==> src/rtl/chunked_negate_pkg.sv <==
// chunked_negate_pkg
// Shared types for the chunked two's-complement negate/abs unit.
//   mode_e  : operation select carried on in_mode
//   state_e : control states of the chunk sequencer
package chunked_negate_pkg;

    typedef enum logic [1:0] {
        MODE_PASS = 2'd0,
        MODE_NEG  = 2'd1,
        MODE_ABS  = 2'd2,
        MODE_RSVD = 2'd3   // treated as pass-through
    } mode_e;

    typedef enum logic [1:0] {
        S_IDLE = 2'd0,
        S_BUSY = 2'd1,
        S_DONE = 2'd2
    } state_e;

endpackage

==> src/rtl/prefix_or.sv <==
// prefix_or
// Inclusive prefix-OR network: p[i] = |a[i:0].
//   a : input vector, W bits
//   p : prefix-OR result, W bits
module prefix_or #(
    parameter int W = 8
) (
    input  logic [W-1:0] a,
    output logic [W-1:0] p
);

    logic acc;

    always_comb begin
        p   = '0;
        acc = 1'b0;
        for (int i = 0; i < W; i++) begin
            acc  = acc | a[i];
            p[i] = acc;
        end
    end

endmodule

==> src/rtl/chunked_negate.sv <==
// chunked_negate
// Multi-cycle negate / absolute-value / pass unit. The operand is processed
// C bits per cycle, LSB chunk first, with a "seen a one" flag carried between
// chunks so each chunk only needs a C-wide prefix-OR.
//   clk, rst             : clock, async active-high reset
//   in_valid/in_ready    : operand handshake (accepted only from idle)
//   in_data, in_mode     : operand and operation (PASS/NEG/ABS/reserved=PASS)
//   out_valid/out_ready  : result handshake
//   out_data, out_ovf    : result, and flag for negating the most negative value
module chunked_negate
    import chunked_negate_pkg::*;
#(
    parameter int N = 32,
    parameter int C = 8
) (
    input  logic         clk,
    input  logic         rst,
    input  logic         in_valid,
    output logic         in_ready,
    input  logic [N-1:0] in_data,
    input  logic [1:0]   in_mode,
    output logic         out_valid,
    input  logic         out_ready,
    output logic [N-1:0] out_data,
    output logic         out_ovf
);

    localparam int K  = N / C;
    localparam int KW = (K > 1) ? $clog2(K) : 1;
    localparam logic [N-1:0] MOST_NEG = {1'b1, {(N-1){1'b0}}};

    if (N < 2 || C < 1 || C > N || (N % C) != 0) begin : g_bad_params
        $error("chunked_negate: need N >= 2 and N a multiple of C");
    end

    state_e        state;
    logic [N-1:0]  opnd;
    logic          neg;
    logic          seen;
    logic [KW-1:0] k;

    logic [C-1:0]  chunk;
    logic [C-1:0]  pfx;
    logic [C-1:0]  res;
    logic          acc;
    logic          last;
    logic          neg_in;
    mode_e         mode;

    assign mode   = mode_e'(in_mode);
    // ABS only negates when the operand is negative.
    assign neg_in = (mode == MODE_NEG) || ((mode == MODE_ABS) && in_data[N-1]);

    // in_ready is decoded from state; gated by rst so it reads 0 during reset.
    assign in_ready = (state == S_IDLE) && !rst;

    assign chunk = opnd[int'(k)*C +: C];
    assign last  = (k == KW'(K-1));

    prefix_or #(.W(C)) u_pfx (
        .a (chunk),
        .p (pfx)
    );

    // Two's-complement negate: bits up to and including the first one are
    // kept, every bit above it is inverted. acc is "a one exists below bit i",
    // combining the carried flag with the in-chunk prefix.
    always_comb begin
        res = '0;
        acc = seen;
        for (int i = 0; i < C; i++) begin
            res[i] = chunk[i] ^ (neg & acc);
            acc    = seen | pfx[i];
        end
    end

    always_ff @(posedge clk or posedge rst) begin
        if (rst) begin
            state     <= S_IDLE;
            opnd      <= '0;
            neg       <= 1'b0;
            seen      <= 1'b0;
            k         <= '0;
            out_valid <= 1'b0;
            out_data  <= '0;
            out_ovf   <= 1'b0;
        end else begin
            case (state)
                S_IDLE: begin
                    if (in_valid) begin
                        opnd    <= in_data;
                        neg     <= neg_in;
                        // Only -MOST_NEG overflows; the bitwise network then
                        // naturally returns the operand unchanged.
                        out_ovf <= neg_in && (in_data == MOST_NEG);
                        seen    <= 1'b0;
                        k       <= '0;
                        state   <= S_BUSY;
                    end
                end
                S_BUSY: begin
                    out_data[int'(k)*C +: C] <= res;
                    if (neg)
                        seen <= seen | pfx[C-1];
                    if (last) begin
                        state     <= S_DONE;
                        out_valid <= 1'b1;
                    end else begin
                        k <= k + 1'b1;
                    end
                end
                S_DONE: begin
                    if (out_ready) begin
                        out_valid <= 1'b0;
                        state     <= S_IDLE;
                    end
                end
                default: state <= S_IDLE;
            endcase
        end
    end

endmodule
==> config.mk <==
export PLATFORM = sky130hd
export DESIGN_NAME = chunked_negate
export DESIGN_NICKNAME = d
export VERILOG_FILES = /design/src/rtl/chunked_negate_pkg.sv /design/src/rtl/prefix_or.sv /design/src/rtl/chunked_negate.sv
export SDC_FILE = /design/constraint.sdc
export NUM_CORES = 1
export LEC_CHECK = 0
export CAP_MARGIN = 20
export CORE_ASPECT_RATIO = 0.5
export CORE_MARGIN = 10
export CORE_UTILIZATION = 45
export CTS_CLUSTER_SIZE = 12
export DETAILED_ROUTE_END_ITERATION = 8
export PLACE_DENSITY_LB_ADDON = 0.12
export SKIP_CTS_REPAIR_TIMING = 1
export SLEW_MARGIN = 25
export SYNTH_ARGS = -nofsm -noshare
export SYNTH_HDL_FRONTEND = slang
export SYNTH_SLANG_ARGS = --single-unit
==> constraint.sdc <==
create_clock -name clk -period 4.45 [get_ports clk]
set_input_delay 0.89 -clock clk [delete_from_list [all_inputs] [get_ports clk]]
set_output_delay 0.89 -clock clk [all_outputs]
set_load 0.02 [all_outputs]
==> reports/summary.md, run 1 <==
The die is 81.1 um tall. From synthesis to final layout, the design area changed by 34.1%. The number of pins exceeding their max-slew limit in the final report is 0. For the utilization of the core after routing, the log shows 0.618. Before antenna repair, the detailed router went through 5 iterations. Final routed wirelength across all metal layers: 8920 um. The multi-input combinational cells in the finished layout cover a total of 1470 um2. The hold violation count in the final report was 0.

The antenna diode count is 0, and the total half-perimeter wirelength after legalization and detailed placement is 6620 um. The internal power contribution is 2.09 mW. The worst setup path is of the in2out kind. The H-tree was split into 3 levels. The global-route usage over all layers is 0.161, and the maximum number of pins on one net before global-route repair is 41.

The clock transition time at the flip-flop clock pins of the worst setup and hold paths is 0.06 ns. The floorplan core area came out at 7290 um2. The tree built by TritonCTS fans out to 72 sinks.

The fraction of synthesis flops using an asynchronous set or reset pin came out at 1.00. Synthesized instance count: 352. The post-synthesis xor/xnor area fraction is 0.0182.

For the starting utilization of the core area, the log shows 0.461. The synthesized-area fraction occupied by ao, oa, aoi and oai cells was 0.0982. In the final layout, flip-flops and latches occupy 1800 um2.

The portion of netlist area occupied by mux cells came out at 0.0673. The switching share of total power was 0.388; the layout filler cell count was 606. The run gives 335 MHz as the achievable clock frequency. The weighted congestion reported at the end of routability-driven placement is 0.828. The first global-routing pass estimated 14,700 um of wire. The mapped netlist covers 3360 um2. The number of nets produced by synthesis was 396; the worst slack on hold paths was 0.476 ns.

Counting flops with a built-in enable in the synthesized netlist gives 0. Path type of the worst min-delay path: reg2reg. Among all flip-flop cells after synthesis, the most frequent one is sky130_fd_sc_hd__dfrtp_1.

The cell that appears most often on the critical path is sky130_fd_sc_hd__clkdlybuf4s50_1. The fraction of synthesized cell area taken by the top area cell type works out to 0.536. Once routing completed, OpenROAD measured the worst setup slack at 1.46 ns. Summed over all nets, the switching power comes to 1.33 mW.

The required time of the critical path was 3.56 ns. The top cell type by total area after synthesis is sky130_fd_sc_hd__dfrtp_1. The worst slew slack as a fraction of its limit was 0.500. The worst setup path is launched from a primary input.

The relative contribution of the clock network to total power is 0.254, and the count of buffering cells on the critical path with inverters included is 2. The tools report the count of vias placed by the detailed router as 2,816. The fraction of layout instances using a drive strength above 1 is 0.0704, and the wire length per cell is 17.1 um. Clock root buffer master: sky130_fd_sc_hd__clkbuf_16. For the final routed database, the setup TNS stands at 0 ns. STA classifies the critical path endpoint as an output pin. The mean number of vias per cell is 5.39. The net total in the final layout was 466. Summed over all layers, the global routing overflow is 0. The synthesized-area fraction occupied by and/or/nand/nor cells was 0.229. The largest delay contributor family on the critical path was buffers and inverters. The clock period could shrink to 2.99 ns. Setup violations remaining at the end of the flow were counted as 0. The total of warnings raised by yosys is 0. By area the synthesized netlist is led by sky130_fd_sc_hd__dfrtp_1 (54%), sky130_fd_sc_hd__nand2_1 (15%), sky130_fd_sc_hd__o21ai_0 (3.7%).

The run gives 0 as the number of max-cap violations. The critical path goes through clkdlybuf4s50_1 > nor3_1 > clkdlybuf4s50_1. The fraction of the mapped netlist area in adder cells was 0.0223; the number of buffers added on ports was 72. The post-route clock period utilization works out to 0.671. The count of routing violations after the opening detailed-route iteration was 222; the distinct cell type count after synthesis was 40. The pre-CTS worst setup slack is 1.45 ns, and the clock latency on the worst-skew pair is 0.33 ns. Most instantiated library cell after synthesis: sky130_fd_sc_hd__nand2_1.

Dividing total power by cell area gives a power density of 759 nW/um2. In this design, the stage delay of the slowest critical-path cell is 0.63 ns. Of all nets on the critical path, the largest fanout is 2. The sequential group share of total power is 0.330, and the area enclosed by the die boundary is 11,500 um2. VDD sags by at most 0.314 mV. The run gives 2,900 as the via count of the first global-routing pass. The tools report the I/O pin total as 73. TritonCTS built the clock tree.

The number of synthesized register bits is 72, and the worst-case clock buffer depth is 2. The die extent in x came out at 142 um. The number of antenna violations at the first check in global routing came out at 0.

The number of routed nets with antenna violations was 0; the slew at the pin with the worst max-slew slack was 0.751 ns. Setup repair after global routing left no endpoint under its margin. The slowest stage of the critical path is the sky130_fd_sc_hd__clkdlybuf4s50_1 cell. The floorplan has 22 rows. The average instance in the mapped netlist occupies 9.55 um2. On the final layout, the worst clock skew is 0.00519 ns.

For the worst setup path, the data arrival time is 2.10 ns. The fraction of the yosys area taken by sequential cells was 0.536; the fraction of power consumed by combinational cells was 0.417. The static leakage was 2.07 nW.

For this run, design rule violations remaining after detail routing come to 0. Clock tree synthesis inserted a total of 9 buffers. The run finished with clean final reports.

In the synthesized netlist, the cells that appear most often are sky130_fd_sc_hd__nand2_1 (136), sky130_fd_sc_hd__dfrtp_1 (72), sky130_fd_sc_hd__o21ai_0 (25). By area, the combinational part of the netlist is dominated by simple AND/OR/NAND/NOR gates.
## worst register-to-register path: stages (launching register included)
cell and delay (ns):
sky130_fd_sc_hd__dfrtp_1 0.82, sky130_fd_sc_hd__mux4_1 0.86, sky130_fd_sc_hd__nor4_4 0.38, sky130_fd_sc_hd__mux2i_1 0.46, sky130_fd_sc_hd__a221o_1 0.23
## per-stage QoR
stage	cell area (um2)	power, mW	instances
floorplan	3360	2.06	352
global placement	4150	2.50	507
detailed placement	4150	2.56	507
CTS	4510	3.44	522
global route	4510	3.66	522
finish	4510	3.42	522
## area by class of cell
type / instances / area share
sequential: 72 / 0.400
multi-input combinational: 257 / 0.325
timing repair buffer: 73 / 0.161
clock buffer: 9 / 0.0499
clock inverter: 6 / 0.0294
tap: 96 / 0.0266
inverter: 9 / 0.00749
## cell families after synthesis
kind of cell,Yosys count
AND/OR/NAND/NOR,179
flip-flops,72
AO/OA/AOI/OAI,52
buffers and inverters,23
multiplexers,13
XOR/XNOR,7
adder cells (fa/ha/maj),6
## power by group through the flow
stage	Combinational, mW	Sequential, mW	Clock (mW)
3_5_place_dp	1.42	1.14	0
3_3_place_gp	1.38	1.12	0
2_1_floorplan	0.924	1.14	0
6_report	1.43	1.13	0.868
5_1_grt	1.59	1.17	0.903
4_1_cts	1.43	1.13	0.878
## flip-flops by register name, summed over array words and instances (netlist names)
| name | count |
|---|---|
| seen | 1 |
| out_data | 32 |
| opnd | 32 |
| state | 2 |
| out_ovf | 1 |
| neg | 1 |
| k | 2 |
| out_valid | 1 |
## cell usage in the layout, fill, tap and decap left out, types with 2 or more instances in the layout
| master | synthesis | final |
|---|---|---|
| sky130_fd_sc_hd__nand4_1 | 3 | 3 |
| sky130_fd_sc_hd__mux4_2 | 5 | 5 |
| sky130_fd_sc_hd__clkbuf_16 | 0 | 9 |
| sky130_fd_sc_hd__nor4_1 | 8 | 8 |
| sky130_fd_sc_hd__nand2b_1 | 4 | 4 |
| sky130_fd_sc_hd__o31ai_1 | 2 | 2 |
| sky130_fd_sc_hd__nor2b_1 | 2 | 2 |
| sky130_fd_sc_hd__mux2i_1 | 5 | 5 |
| sky130_fd_sc_hd__clkdlybuf4s50_1 | 0 | 72 |
| sky130_fd_sc_hd__a22o_1 | 3 | 3 |
| sky130_fd_sc_hd__bufinv_16 | 0 | 4 |
| sky130_fd_sc_hd__o41ai_2 | 2 | 2 |
| sky130_fd_sc_hd__or2_1 | 2 | 2 |
| sky130_fd_sc_hd__ha_1 | 6 | 6 |
| sky130_fd_sc_hd__xor2_1 | 6 | 6 |
| sky130_fd_sc_hd__dfrtp_1 | 72 | 72 |
| sky130_fd_sc_hd__o21ai_0 | 25 | 25 |
| sky130_fd_sc_hd__a221o_1 | 4 | 4 |
| sky130_fd_sc_hd__o21ai_1 | 8 | 8 |
| sky130_fd_sc_hd__inv_1 | 9 | 8 |
| sky130_fd_sc_hd__a21oi_1 | 4 | 4 |
| sky130_fd_sc_hd__mux4_1 | 2 | 2 |
| sky130_fd_sc_hd__nor2_1 | 12 | 12 |
| sky130_fd_sc_hd__nor3_1 | 2 | 2 |
| sky130_fd_sc_hd__nand2_1 | 136 | 135 |
| sky130_fd_sc_hd__nand3b_1 | 2 | 2 |
## routing by layer
layer  share of wire  GRT usage  vias up
met1            0.45      0.209     1355
met3            0.11     0.0669       15
li1                -          -     1325
met2            0.42      0.241      121
met5               0          0        -
met4           0.015     0.0517        0
## final timing paths
kind / end / cells past startpoint / slack, ns / from
max in group asynchronous: out_data[9] / 3 / 2.48 / rst
worst min register to register: opnd[30] / 2 / 0.48 / opnd[30]
worst min-delay path: opnd[30] / 2 / 0.48 / opnd[30]
worst max-delay path: in_ready / 3 / 1.46 / rst
worst max register to register: out_data[31] / 4 / 1.64 / k[0]
min in group asynchronous: opnd[5] / 2 / 1.00 / rst
Note: power is estimated with default switching activity, not from simulation.
==> run 2: changes to the inputs <==
==> constraint.sdc (replaced) <==
create_clock -name clk -period 2.9 [get_ports clk]
set_input_delay 0.58 -clock clk [delete_from_list [all_inputs] [get_ports clk]]
set_output_delay 0.58 -clock clk [all_outputs]
set_load 0.02 [all_outputs]
==> reports/summary.md, run 2 (synthesized netlist as in run 1, its figures left out) <==
The worst path arrival time was 2.70 ns (+0.60 ns). The number of failing setup endpoints in the final timing report came out at 0 (unchanged). The maximum number of pins on one net before global-route repair was 33 (-20%); the wire length per cell was 17.5 um (+2.2%). The layout filler cell count is 617 (+1.8%). The via count of the first global-routing pass was 2,819 (-2.8%); the required time of the critical path was 3.09 ns (-0.47 ns). The count of vias placed by the detailed router is 2,772 (-1.6%).

The tools report the maximum resistive drop on vdd as 0.513 mV (+63%). The run finished with clean final reports. The number of max-cap violations is 0 (unchanged), and the net total in the final layout is 470 (+0.86%). For the starting utilization of the core area, the log shows 0.461 (unchanged).

The static leakage came out at 2.08 nW (+0.29%). The run gives 1800 um2 (unchanged) as the register area. The achievable clock frequency is 398 MHz, and the clock transition time at the flip-flop clock pins of the worst setup and hold paths is 0.06 ns (about the same). The die extent in x is 142 um (unchanged). The total half-perimeter wirelength after legalization and detailed placement came out at 6920 um (+4.5%).

The post-route clock period utilization is 0.866. The count of buffering cells on the critical path with inverters included was 1 (-1). The tools report the weighted congestion reported at the end of routability-driven placement as 0.848 (+2.5%). The fraction of layout instances using a drive strength above 1 was 0.0766 (+0.00614); the worst stage delay on the critical path was 0.48 ns (-0.15 ns).

The tightest min-delay check is of the reg2reg type. For the area enclosed by the die boundary, the log shows 11,500 um2 (unchanged). The antenna diode count came out at 0 (unchanged). The floorplan core area came out at 7290 um2 (unchanged). The number of pins exceeding their max-slew limit in the final report is 0 (unchanged), and the hold violation count in the final report is 0 (unchanged). The run gives 0 (unchanged) as the number of antenna violations at the first check in global routing.

Power density normalized to cell area: 1150 nW/um2 (+51%). Setup repair after global routing left no endpoint under its margin. The remaining global-route overflow was 0 (unchanged); the number of routed nets with antenna violations was 0 (unchanged). The clock latency on the worst-skew pair came out at 0.33 ns (about the same). In the final layout, the registers with the most flip-flops are opnd: 32 flops, out_data: 32 flops. The worst setup path is of the reg2reg kind.

Number of H-tree branching levels: 3 (unchanged). The leading cell type in the layout, fill and taps excluded was sky130_fd_sc_hd__nand2_1. The type of origin of the critical path was a flip-flop. The aggregate negative setup slack was 0 ns (unchanged). The area of the multi-input gates is 1460 um2 (-0.26%), and the die height is 81.1 um (unchanged). TritonCTS built the clock tree.

The tools report the cell area after placement as 4180 um2 (+0.66%). The top cell types in the final layout, fill and taps aside, are sky130_fd_sc_hd__nand2_1 (136), sky130_fd_sc_hd__clkdlybuf4s50_1 (72), sky130_fd_sc_hd__dfrtp_1 (72). The tools report the kind of end point of the critical path as a flip-flop.

The critical path goes through buf_4 > mux2i_1 > a22oi_1 > o41ai_2 > xor2_1 > o21ai_1. The tools report the number of DRC violations after detailed routing as 0 (unchanged). The wire length of the first global-routing pass was 14,900 um (+0.94%).

The count of routing violations after the opening detailed-route iteration came out at 195 (-12%). The run gives 0.00800 ns (+0.00281 ns) as the clock tree skew after final layout. The logs give 9200 um (+3.2%) for the final routed wirelength across all metal layers and 73 (unchanged) for the I/O pin total. The clock buffer count from CTS is 9 (unchanged). The worst slew slack as a fraction of its limit was 0.478 (-0.0214). The relative area change from synthesis to final layout is 34.0% (about the same), and the maximum net fanout on the critical path is 13 (+11). The final worst slack came out at 0.390 ns (-1.07 ns). Largest delay contributor family on the critical path: compound AO/OA/AOI/OAI gates. The clock sink total was 72 (unchanged). The mean number of vias per cell was 5.26 (-2.5%); the global-route usage over all layers was 0.163 (+0.00233).

The run gives 22 (unchanged) as the site row count. The shortest period the worst path allows came out at 2.51 ns. Slew at the pin with the worst max-slew slack: 0.783 ns (+0.0321 ns). The count of TritonRoute iterations in the first routing pass came out at 4 (-1). Number of buffers added on ports: 72 (unchanged).

The clock root buffer master was sky130_fd_sc_hd__clkbuf_16. The worst-case clock buffer depth is 2 (unchanged). The run gives 4510 um2 (about the same) as the post-route standard cell area excluding fillers. The slowest stage of the critical path is the sky130_fd_sc_hd__dfrtp_1 cell. The pre-CTS worst setup slack came out at 0.412 ns (-1.03 ns).
[run 2: cell types whose count changed in the layout (fill, tap and decap cells not counted)]
cell                        change
sky130_fd_sc_hd__buf_4          +4
sky130_fd_sc_hd__bufinv_16      -2
sky130_fd_sc_hd__inv_6          +2
sky130_fd_sc_hd__and2_1         +1
sky130_fd_sc_hd__and2_2         -1
sky130_fd_sc_hd__clkbuf_8       +1
sky130_fd_sc_hd__nand2_1        +1
sky130_fd_sc_hd__nand2_2        -1
[run 2: power by group]
group / switching, mW / internal (mW) / total (mW)
Sequential: 0.324 / 1.39 / 1.72
Combinational: 1.32 / 0.920 / 2.24
Clock: 0.431 / 0.781 / 1.21
[run 2: worst min-delay path, stage by stage (launching register included)]
cell and delay (ns):
sky130_fd_sc_hd__dfrtp_1 0.33, sky130_fd_sc_hd__nand2_1 0.05, sky130_fd_sc_hd__nand2_1 0.06
[run 2: routing by layer]
metal	vias up	wire (um)	GRT usage
met3	12	796	0.0623
li1	1340	-	-
met5	-	0	0
met2	88	3790	0.236
met4	0	90	0.0467
met1	1332	4520	0.224
[run 2: area by class of cell]
cell class,count,share of cell area
Sequential cell,72,0.400
Multi-Input combinational cell,257,0.325
Timing Repair Buffer,77,0.168
Clock buffer,10,0.0530
Tap cell,96,0.0267
Clock inverter,6,0.0200
Inverter,9,0.00750
[run 2: final timing paths]
| path | end | start | slack (ns) | cells past startpoint |
|---|---|---|---|---|
| min in group asynchronous | k[1] | rst | 0.61 | 2 |
| max in group asynchronous | opnd[5] | rst | 1.56 | 3 |
| min | opnd[25] | opnd[25] | 0.47 | 2 |
| max | out_data[5] | k[0] | 0.39 | 6 |
| max reg2reg | out_data[5] | k[0] | 0.39 | 6 |
| min reg2reg | opnd[25] | opnd[25] | 0.47 | 2 |
[run 2: per-stage QoR]
| step | total power [mW] | hold WS [ns] | instances | util |
|---|---|---|---|---|
| 2_1_floorplan | 3.16 | 0.437 | 352 | - |
| 3_5_place_dp | 3.97 | 0.456 | 511 | 0.573 |
| 3_3_place_gp | 3.89 | 0.453 | 511 | 0.573 |
| 5_1_grt | 5.51 | 0.496 | 527 | 0.618 |
| 6_report | 5.17 | 0.471 | 527 | 0.618 |
| 4_1_cts | 5.20 | 0.473 | 527 | 0.618 |
